`src/rtl/spi_xfer_ctrl_pkg.sv`:
```
`default_nettype none
//============================================================================
// spi_pkg : shared state encoding and frame constants for spi_xfer_ctrl
// Rev 1.0
//============================================================================
package spi_pkg;

  localparam int   DATA_W  = 8;
  localparam int   ADDR_W  = 7;
  localparam logic RW_READ = 1'b1;

  typedef enum logic [3:0] {
    ST_IDLE      = 4'd0,
    ST_GET_HDR   = 4'd1,
    ST_DECODE    = 4'd2,
    ST_RD_LOAD   = 4'd3,
    ST_RD_SHIFT  = 4'd4,
    ST_WR_SHIFT  = 4'd5,
    ST_WR_COMMIT = 4'd6,
    ST_DONE      = 4'd7
  } state_t;

endpackage
`default_nettype wire

```
`src/rtl/spi_xfer_ctrl_if.sv`:
```
`default_nettype none
//============================================================================
// spi_xfer_ctrl_if : strobe inputs and datapath controls of the SPI sequencer
// Rev 1.0
//============================================================================
interface spi_xfer_ctrl_if;

  logic       cs_n;
  logic       mosi;
  logic       sclk_rise;
  logic       sclk_fall;
  logic       addr_we;
  logic       sr_load;
  logic       dm_we;
  logic       miso_en;
  logic       addr_inc;
  logic       xfer_done;
  logic       busy;
  logic [3:0] state_dbg;

  modport master (
    output cs_n, mosi, sclk_rise, sclk_fall,
    input  addr_we, sr_load, dm_we, miso_en, addr_inc, xfer_done, busy, state_dbg
  );

  modport slave (
    input  cs_n, mosi, sclk_rise, sclk_fall,
    output addr_we, sr_load, dm_we, miso_en, addr_inc, xfer_done, busy, state_dbg
  );

endinterface
`default_nettype wire

```
`src/rtl/spi_xfer_ctrl_bit_counter.sv`:
```
`default_nettype none
//============================================================================
// spi_bit_counter : clearable bit counter with look-ahead terminal-count hit
// Rev 1.0
//============================================================================
module spi_bit_counter #(
  parameter int CNT_W = 4
) (
  input  logic             clk,
  input  logic             reset,
  input  logic             i_clr,
  input  logic             i_en,
  input  logic [CNT_W-1:0] i_tc,
  output logic             o_hit
);

  logic [CNT_W-1:0] r_cnt;
  logic [CNT_W-1:0] w_cnt_nxt;

  assign w_cnt_nxt = r_cnt + CNT_W'(1);
  // Fires on the edge that brings the count to i_tc, so the FSM can act in the same cycle
  assign o_hit     = i_en && (w_cnt_nxt == i_tc);

  always_ff @(posedge clk or posedge reset) begin
    if (reset) begin
      r_cnt <= '0;
    end else if (i_clr) begin
      r_cnt <= '0;
    end else if (i_en) begin
      r_cnt <= w_cnt_nxt;
    end
  end

endmodule
`default_nettype wire

```
`src/rtl/spi_xfer_ctrl.sv`:
```
`default_nettype none
//============================================================================
// spi_xfer_ctrl : SPI memory-slave transaction sequencer (header, read, write)
// Optional macro SPI_BURST_EN: multi-byte streaming with address increment.
// Rev 1.0
//============================================================================
module spi_xfer_ctrl #(
  parameter int DATA_W = spi_pkg::DATA_W,
  parameter int ADDR_W = spi_pkg::ADDR_W,
  parameter int CNT_W  = 4
) (
  input  logic           clk,
  input  logic           reset,
  spi_xfer_ctrl_if.slave bus
);
  import spi_pkg::*;

  state_t           r_state;
  logic             r_rw;
  logic             r_addr_we;
  logic             r_sr_load;
  logic             r_dm_we;
  logic             r_miso_en;
  logic             r_addr_inc;
  logic             r_xfer_done;
  logic             r_busy;
  logic             r_rd_wait;

  logic             w_counting;
  logic             w_cnt_en;
  logic             w_cnt_clr;
  logic             w_hit;
  logic [CNT_W-1:0] w_tc;

  assign w_counting = (r_state == ST_GET_HDR) || (r_state == ST_RD_SHIFT) ||
                      (r_state == ST_WR_SHIFT);
  assign w_cnt_en   = (r_state == ST_RD_SHIFT) ? bus.sclk_fall :
                      (w_counting ? bus.sclk_rise : 1'b0);
  assign w_tc       = (r_state == ST_GET_HDR) ? CNT_W'(ADDR_W + 1) : CNT_W'(DATA_W);
  assign w_cnt_clr  = bus.cs_n || !w_counting || w_hit;

  spi_bit_counter #(.CNT_W(CNT_W)) u_bit_cnt (
    .clk   (clk),
    .reset (reset),
    .i_clr (w_cnt_clr),
    .i_en  (w_cnt_en),
    .i_tc  (w_tc),
    .o_hit (w_hit)
  );

  always_ff @(posedge clk or posedge reset) begin
    if (reset) begin
      r_state     <= ST_IDLE;
      r_rw        <= 1'b0;
      r_addr_we   <= 1'b0;
      r_sr_load   <= 1'b0;
      r_dm_we     <= 1'b0;
      r_miso_en   <= 1'b0;
      r_addr_inc  <= 1'b0;
      r_xfer_done <= 1'b0;
      r_busy      <= 1'b0;
      r_rd_wait   <= 1'b0;
    end else begin
      r_addr_we   <= 1'b0;
      r_sr_load   <= 1'b0;
      r_dm_we     <= 1'b0;
      r_addr_inc  <= 1'b0;
      r_xfer_done <= 1'b0;
      // Chip-select release wins over any concurrent SCLK edge or completion
      if ((r_state != ST_IDLE) && bus.cs_n) begin
        r_state   <= ST_IDLE;
        r_miso_en <= 1'b0;
        r_busy    <= 1'b0;
        r_rd_wait <= 1'b0;
      end else begin
        case (r_state)
          ST_IDLE: begin
            if (!bus.cs_n) begin
              r_state <= ST_GET_HDR;
              r_busy  <= 1'b1;
            end
          end
          ST_GET_HDR: begin
            if (w_hit) begin
              r_rw      <= bus.mosi;
              r_state   <= ST_DECODE;
              r_addr_we <= 1'b1;
            end
          end
          ST_DECODE: begin
            if (r_rw == RW_READ) begin
              r_state   <= ST_RD_LOAD;
              r_sr_load <= 1'b1;
            end else begin
              r_state   <= ST_WR_SHIFT;
            end
          end
          ST_RD_LOAD: begin
            // After a burst increment, hold one extra cycle so the load sees address+1
            if (r_rd_wait) begin
              r_rd_wait <= 1'b0;
              r_sr_load <= 1'b1;
            end else begin
              r_state   <= ST_RD_SHIFT;
              r_miso_en <= 1'b1;
            end
          end
          ST_RD_SHIFT: begin
            if (w_hit) begin
              r_xfer_done <= 1'b1;
              r_miso_en   <= 1'b0;
`ifdef SPI_BURST_EN
              r_state     <= ST_RD_LOAD;
              r_addr_inc  <= 1'b1;
              r_rd_wait   <= 1'b1;
`else
              r_state     <= ST_DONE;
`endif
            end
          end
          ST_WR_SHIFT: begin
            if (w_hit) begin
              r_state     <= ST_WR_COMMIT;
              r_dm_we     <= 1'b1;
              r_xfer_done <= 1'b1;
`ifdef SPI_BURST_EN
              r_addr_inc  <= 1'b1;
`endif
            end
          end
          ST_WR_COMMIT: begin
`ifdef SPI_BURST_EN
            r_state <= ST_WR_SHIFT;
`else
            r_state <= ST_DONE;
`endif
          end
          ST_DONE: begin
            r_state <= ST_DONE;
          end
          default: begin
            r_state   <= ST_IDLE;
            r_miso_en <= 1'b0;
            r_busy    <= 1'b0;
          end
        endcase
      end
    end
  end

  assign bus.addr_we   = r_addr_we;
  assign bus.sr_load   = r_sr_load;
  assign bus.dm_we     = r_dm_we;
  assign bus.miso_en   = r_miso_en;
  assign bus.addr_inc  = r_addr_inc;
  assign bus.xfer_done = r_xfer_done;
  assign bus.busy      = r_busy;
  assign bus.state_dbg = r_state;

endmodule
`default_nettype wire

```
`src/flat_wrapper.sv`:
```
// flat-port wrapper written by rule: the top's interface ports become plain ports
module spi_xfer_ctrl_flat import spi_pkg::*;
#(
  parameter int DATA_W = spi_pkg::DATA_W,
  parameter int ADDR_W = spi_pkg::ADDR_W,
  parameter int CNT_W  = 4
)
  (clk, reset, bus_cs_n, bus_mosi, bus_sclk_rise, bus_sclk_fall, bus_addr_we, bus_sr_load, bus_dm_we, bus_miso_en, bus_addr_inc, bus_xfer_done, bus_busy, bus_state_dbg);
  spi_xfer_ctrl_if bus_i ();
  input  logic clk;
  input  logic reset;
  input wire logic [$bits(bus_i.cs_n)-1:0] bus_cs_n;
  input wire logic [$bits(bus_i.mosi)-1:0] bus_mosi;
  input wire logic [$bits(bus_i.sclk_rise)-1:0] bus_sclk_rise;
  input wire logic [$bits(bus_i.sclk_fall)-1:0] bus_sclk_fall;
  output wire logic [$bits(bus_i.addr_we)-1:0] bus_addr_we;
  output wire logic [$bits(bus_i.sr_load)-1:0] bus_sr_load;
  output wire logic [$bits(bus_i.dm_we)-1:0] bus_dm_we;
  output wire logic [$bits(bus_i.miso_en)-1:0] bus_miso_en;
  output wire logic [$bits(bus_i.addr_inc)-1:0] bus_addr_inc;
  output wire logic [$bits(bus_i.xfer_done)-1:0] bus_xfer_done;
  output wire logic [$bits(bus_i.busy)-1:0] bus_busy;
  output wire logic [$bits(bus_i.state_dbg)-1:0] bus_state_dbg;
  assign bus_i.cs_n = bus_cs_n;
  assign bus_i.mosi = bus_mosi;
  assign bus_i.sclk_rise = bus_sclk_rise;
  assign bus_i.sclk_fall = bus_sclk_fall;
  assign bus_addr_we = bus_i.addr_we;
  assign bus_sr_load = bus_i.sr_load;
  assign bus_dm_we = bus_i.dm_we;
  assign bus_miso_en = bus_i.miso_en;
  assign bus_addr_inc = bus_i.addr_inc;
  assign bus_xfer_done = bus_i.xfer_done;
  assign bus_busy = bus_i.busy;
  assign bus_state_dbg = bus_i.state_dbg;
  spi_xfer_ctrl #(.DATA_W(DATA_W), .ADDR_W(ADDR_W), .CNT_W(CNT_W)) u_core (.clk(clk), .reset(reset), .bus(bus_i));
endmodule
```
`config.mk`:
```
export PLATFORM = sky130hd
export DESIGN_NAME = spi_xfer_ctrl_flat
export DESIGN_NICKNAME = d
export VERILOG_FILES = /design/src/rtl/spi_xfer_ctrl_pkg.sv /design/src/rtl/spi_xfer_ctrl_if.sv /design/src/rtl/spi_xfer_ctrl_bit_counter.sv /design/src/rtl/spi_xfer_ctrl.sv /design/src/flat_wrapper.sv
export SDC_FILE = /design/constraint.sdc
export NUM_CORES = 1
export LEC_CHECK = 0
export BUFFER_PORTS_ARGS = -buffer_cell sky130_fd_sc_hd__buf_2
export CAP_MARGIN = 25
export CORE_UTILIZATION = 54
export CTS_CLUSTER_DIAMETER = 40
export CTS_CLUSTER_SIZE = 12
export DETAILED_ROUTE_END_ITERATION = 10
export GPL_ROUTABILITY_DRIVEN = 0
export GPL_TIMING_DRIVEN = 0
export PLACE_DENSITY = 0.8
export SLEW_MARGIN = 20
export SYNTH_ARGS = -nofsm -noshare
export SYNTH_HDL_FRONTEND = slang
export SYNTH_SLANG_ARGS = --single-unit
```
`constraint.sdc`:
```
create_clock -name clk -period 2.4 [get_ports clk]
set_input_delay 0.48 -clock clk [delete_from_list [all_inputs] [get_ports clk]]
set_output_delay 0.48 -clock clk [all_outputs]
set_load 0.005 [all_outputs]
```
== Word level (Yosys, flattened, before mapping) ==
Index checks and enable logic that the tools add are counted.

* Memory bits (read-only): 0
* Output and inout bits: 11
* Register bits after elaboration: 16
* Memory bits (writable): 0
* Bits in latches: 0
* Memories kept: 0

* Div/mod/pow operators: 0
* Multipliers: 0
* Shift-type cells: 0
* Equal/unequal tests: 15
* Bitwise gates (word level): 1
* Muxes and demuxes: 32
* Add/subtract/negate cells: 1
* Reduce and logical (&&, ||, !) cells: 19
* Order comparisons: 0

{| class="wikitable"
|+ Operators with widths
! operator !! count
|-
| 4-bit 2-to-1 mux || 8
|-
| 4-bit case mux with 7 select lines || 1
|-
| 1-bit 2-to-1 mux || 19
|-
| 4-bit by 3-bit equality test with 1-bit output, second input constant || 4
|-
| 3-bit by 2-bit != test with 1-bit output, second input constant || 4
|-
| 4-bit by 2-bit equality test with 1-bit output, second input constant || 2
|-
| 7-bit OR reduction || 1
|-
| 3-bit AND reduction || 2
|-
| 6-bit OR reduction || 1
|-
| 5-bit AND reduction || 1
|-
| 4-bit by 1-bit adder with 4-bit output, second input constant || 1
|-
| 4-bit by 1-bit equality test with 1-bit output, second input constant || 1
|-
| 4-bit equality test, second input constant || 1
|-
| 4-bit logical NOT || 1
|-
| 1-bit logical OR || 4
|-
| 2-bit by 1-bit != test with 1-bit output, second input constant || 2
|-
| 1-bit case mux with 2 select lines || 2
|-
| 2-bit nonzero test || 2
|-
| 4-bit nonzero test || 1
|-
| 2-bit OR reduction || 2
|-
| 3-bit 2-to-1 mux || 1
|-
| 3-bit != test, second input constant || 1
|-
| 1-bit case mux with 3 select lines || 1
|-
| 1-bit logical AND || 2
|-
| other kinds (3) || 3
|}

== Logic depth before layout (Yosys ltp) ==
* Word-level depth: 9
* Mapped depth: 5
* Depth with buffers taken out: 5

== Modules after synthesis ==
Synthesis repeated with hierarchy kept, for this count alone.

* Cells, all modules: 71
* Area, all modules: 748.2 sq um

{| class="wikitable"
|+ By module, submodules not included
! module !! times used !! cells each !! area each (sq um)
|-
| spi_xfer_ctrl || 1 || 46 || 498.0
|-
| spi_bit_counter || 1 || 25 || 250.2
|}

== Worst setup path before layout ==
Ideal clock, no wire load.

* Path type: reg-to-reg
* From: register u_core.u_bit_cnt.r_cnt[0]
* To: register u_core.r_rw
* Period minus slack after synthesis: 1.503 ns
* Cell stages (with the launch flop): 6
* Slack: 0.897 ns
* Arrival time: 1.375 ns
* Setup time: 0.128 ns
* Required time: 2.272 ns
* Buffers on the path: 0
* Path through: dfrtp_1 > ha_1 > and2_1 > o221ai_4 > nor3_4 > mux2_1

* Longest elaborated chain between the ends: 4

{| class="wikitable"
|+ Ends and longest elaborated chain
! what !! RTL line !! RTL
|-
| start: declaration || spi_xfer_ctrl_bit_counter.sv:17 || <nowiki>logic [CNT_W-1:0] r_cnt;</nowiki>
|-
| start signal: assignment || spi_xfer_ctrl_bit_counter.sv:30 || <nowiki>r_cnt <= w_cnt_nxt;</nowiki>
|-
| 4-bit by 1-bit adder with 4-bit output || spi_xfer_ctrl_bit_counter.sv:20 || <nowiki>assign w_cnt_nxt = r_cnt + CNT_W'(1);</nowiki>
|-
| 4-bit equality test || spi_xfer_ctrl_bit_counter.sv:22 || <nowiki>assign o_hit = i_en && (w_cnt_nxt == i_tc);</nowiki>
|-
| 1-bit logical AND || spi_xfer_ctrl_bit_counter.sv:22 ||
|-
| 3-bit AND reduction (no line) || - ||
|-
| end signal: assignment || spi_xfer_ctrl.sv:85 || <nowiki>r_rw <= bus.mosi;</nowiki>
|-
| end: declaration || spi_xfer_ctrl.sv:19 || <nowiki>logic r_rw;</nowiki>
|}

No other way between the ends.
A chain may end at the register's enable or synchronous reset.

== Worst setup path in the final report ==
Same ends and word-level chain as after synthesis.

==> results.sh <==
export IMPL_outcome="completed"
export IMPL_yosys_warnings=0
export IMPL_cts_htree_levels=1
export IMPL_pwr_density_cell_nw_per_um2=612.0
export IMPL_vias=581
export IMPL_synth_cell_types=36
export IMPL_synthesis_instances=71
export IMPL_finalHoldViolCount=0
export IMPL_cp_end_kind="flip-flop"
export IMPL_hold_class="primary input to asynchronous set/reset pin"
export IMPL_cp_startpoint="u_core.u_bit_cnt.r_cnt[0]"
export IMPL_min_period_ns=1.673
export IMPL_syn_area_um2=743.2
export IMPL_ios=17
export IMPL_cts_resized=0
export IMPL_setup_worst_path_class="flip-flop to flip-flop"
export IMPL_dp_cells=101
export IMPL_slew_headroom_pct=63.97
export IMPL_final_common_cell="buf_2"
export IMPL_layout_drive_gt1_share_pct=28.89
export IMPL_die_height_um=39.10
export IMPL_irDropWorstVdd_v=0.0003583
export IMPL_gr_total_overflow=0
export IMPL_portBuffers=14
export IMPL_worst_path_largest_cell_delay_ns=0.44
export IMPL_rsz0062_at_grt="false"
export IMPL_clockBufferDepth=2
export IMPL_max_freq_mhz=597.8
export IMPL_p_leak_nw=0.4358
export IMPL_wl_per_cell_um=13.71
export IMPL_slowest_stage="dfrtp_1"
export IMPL_arrival_ns=1.84
export IMPL_via_per_inst=5.533
export IMPL_worst_pin_slew_ns=0.5399
export IMPL_antenna_found_initial=0
export IMPL_fin_skew_ns=0.005212
export IMPL_groute_usage_overall_pct=21.84
export IMPL_cts_buffers=3
export IMPL_path_clk_slew_ns=0.09
export IMPL_fin_nets=98
export IMPL_area_delta_synth_final_pct=17.34
export IMPL_antenna_cells=0
export IMPL_drc=0
export IMPL_drtAntennaViolNets=0
export IMPL_cp_start_kind="flip-flop"
export IMPL_fp_row_count=13
export IMPL_core_area_um2=1285
export IMPL_first_iter_violations=5
export IMPL_r2r_start="u_core.u_bit_cnt.r_cnt[0]"
export IMPL_die_width_um=39.10
export IMPL_dieArea_um2=1529
export IMPL_fin_setup_tns_ns=0
export IMPL_max_cap_viol_count=0
export IMPL_grt_pass1_wl_um=2201
export IMPL_dr_pass1_iters=4
export IMPL_postSynthAreaPerCell_um2=10.47
export IMPL_start_util_pct=57.84
export IMPL_yosys_register_bits=14
export IMPL_routed_wl_um=1440
export IMPL_clk_latency_ns=0.28
export IMPL_grt_max_degree=15
export IMPL_cts_tree="done"
export IMPL_required_ns=2.56
export IMPL_first_global_vias=535
export IMPL_finalCritPeriodShare_pct=69.70
export IMPL_clock_sinks=14
export IMPL_slew_viol_final=0
export IMPL_post_cts_buffers=0
export IMPL_final_cells=105
export IMPL_setup_violations=0
export IMPL_cp_max_fo=5
export IMPL_path_cells="ha_1 -> and2_1 -> o221ai_4 -> nor3_4 -> mux2_1"
export IMPL_yosysSeqAreaShare_pct=47.14
export IMPL_mostFrequentLayoutCells="buf_2 (15), dfrtp_1 (14), nor2_1 (6), a21oi_1 (6), inv_1 (4)"
export IMPL_place_detailed_hpwl_um=1092
export IMPL_holdBufCountCts=0
export IMPL_cts_root_buf="clkbuf_4"
export IMPL_total_power_w=0.0005337
==> power breakdown <==
| part | internal (W) | switching (W) |
|---|---|---|
| Sequential | 0.000251 | 0.0000132 |
| Combinational | 0.0000438 | 0.0000549 |
| Clock | 0.0000922 | 0.0000786 |
==> path summary, 6_finish.rpt <==
kind                                                 to  slack [ns]  cells after the start
min in group clk                u_core.bus.state_dbg[2]        0.41                      2
worst max register to register              u_core.r_rw        0.73                      5
max in group asynchronous       u_core.bus.state_dbg[0]        1.82                      2
worst max-delay path                        u_core.r_rw        0.73                      5
worst min-delay path            u_core.bus.state_dbg[2]        0.23                      2
worst min register to register          u_core.bus.busy        0.54                      1
==> cell usage after synthesis (all sizes together) <==
library cell | instances | share of area [%]
and3 | 1 | 0.84
inv | 4 | 2.0
xor2 | 1 | 1.2
buf | 3 | 2.7
o221ai | 1 | 3.5
conb | 1 | 0.50
or2 | 1 | 0.84
nor4 | 1 | 0.84
dfrtp | 14 | 47
a211o | 1 | 1.2
and4 | 1 | 1.2
and2 | 1 | 0.84
a2bb2oi | 1 | 1.2
o31ai | 1 | 1.0
a21boi | 1 | 1.5
ha | 1 | 1.7
nand3 | 1 | 0.67
clkbuf | 2 | 1.0
o21ai | 4 | 2.7
mux2 | 1 | 1.5
and3b | 2 | 2.4
mux2i | 1 | 1.3
nor3b | 2 | 2.0
nand2b | 1 | 0.84
nand2 | 3 | 1.5
a21oi | 6 | 4.0
nor3 | 2 | 2.9
a31oi | 2 | 1.7
nor2 | 6 | 3.0
and4bb | 1 | 2.2
a221oi | 1 | 1.2
o221a | 1 | 1.5
maj3 | 1 | 1.3
==> registers in the layout, indices dropped and copies added (netlist names) <==
name	count
u_core.u_bit_cnt.r_cnt	4
u_core.bus.state_dbg	3
u_core.bus.addr_we	1
u_core.bus.busy	1
u_core.bus.dm_we	1
u_core.bus.miso_en	1
u_core.bus.sr_load	1
u_core.bus.xfer_done	1
u_core.r_rw	1
==> final cells by class <==
| type | instances | area, µm² |
|---|---|---|
| Fill cell | 110 | 412.9 |
| Multi-Input combinational cell | 49 | 354.1 |
| Inverter | 4 | 15.01 |
| Tap cell | 15 | 18.77 |
| Sequential cell | 14 | 350.3 |
| Timing Repair Buffer | 14 | 70.07 |
| Clock buffer | 4 | 36.28 |
| Buffer | 5 | 27.53 |
==> cells by family after synthesis <==
kind of cell    synth area share [%]
simple gates                   20.04
compound gates                 19.53
flops                          47.14
buf+inv                        5.722
fa+ha+maj                      3.030
mux                            2.862
other cells                   0.5046
xor+xnor                       1.179
==> through the flow <==
stage	hold slack [ns]	worst slack [ns]	utilization (%)	area, µm²
floorplan	0.3692	0.8973	-	747.0
global route	0.2746	0.6159	67.87	872.1
global placement	0.5063	0.7706	65.04	835.8
finish	0.2262	0.7273	67.87	872.1
CTS	0.2467	0.7059	67.87	872.1
detailed placement	0.5138	0.7290	65.04	835.8
==> critical path, delay by kind of cell (launching register included) <==
kind	cells	cell delay, ns
flip-flops	1	0.44
AND/OR/NAND/NOR	2	0.43
multiplexers	1	0.33
adder cells (fa/ha/maj)	1	0.21
AO/OA/AOI/OAI	1	0.15
==> routing by layer <==
metal  up-vias  routed length (µm)  track usage (%)
met5         -                   0                0
met1       282                 675            26.91
met3         2                  30            3.468
li1        290                   -                -
met2         7                 722            36.67
met4         0                  12            10.34
Note: power is estimated with default switching activity, not from simulation.
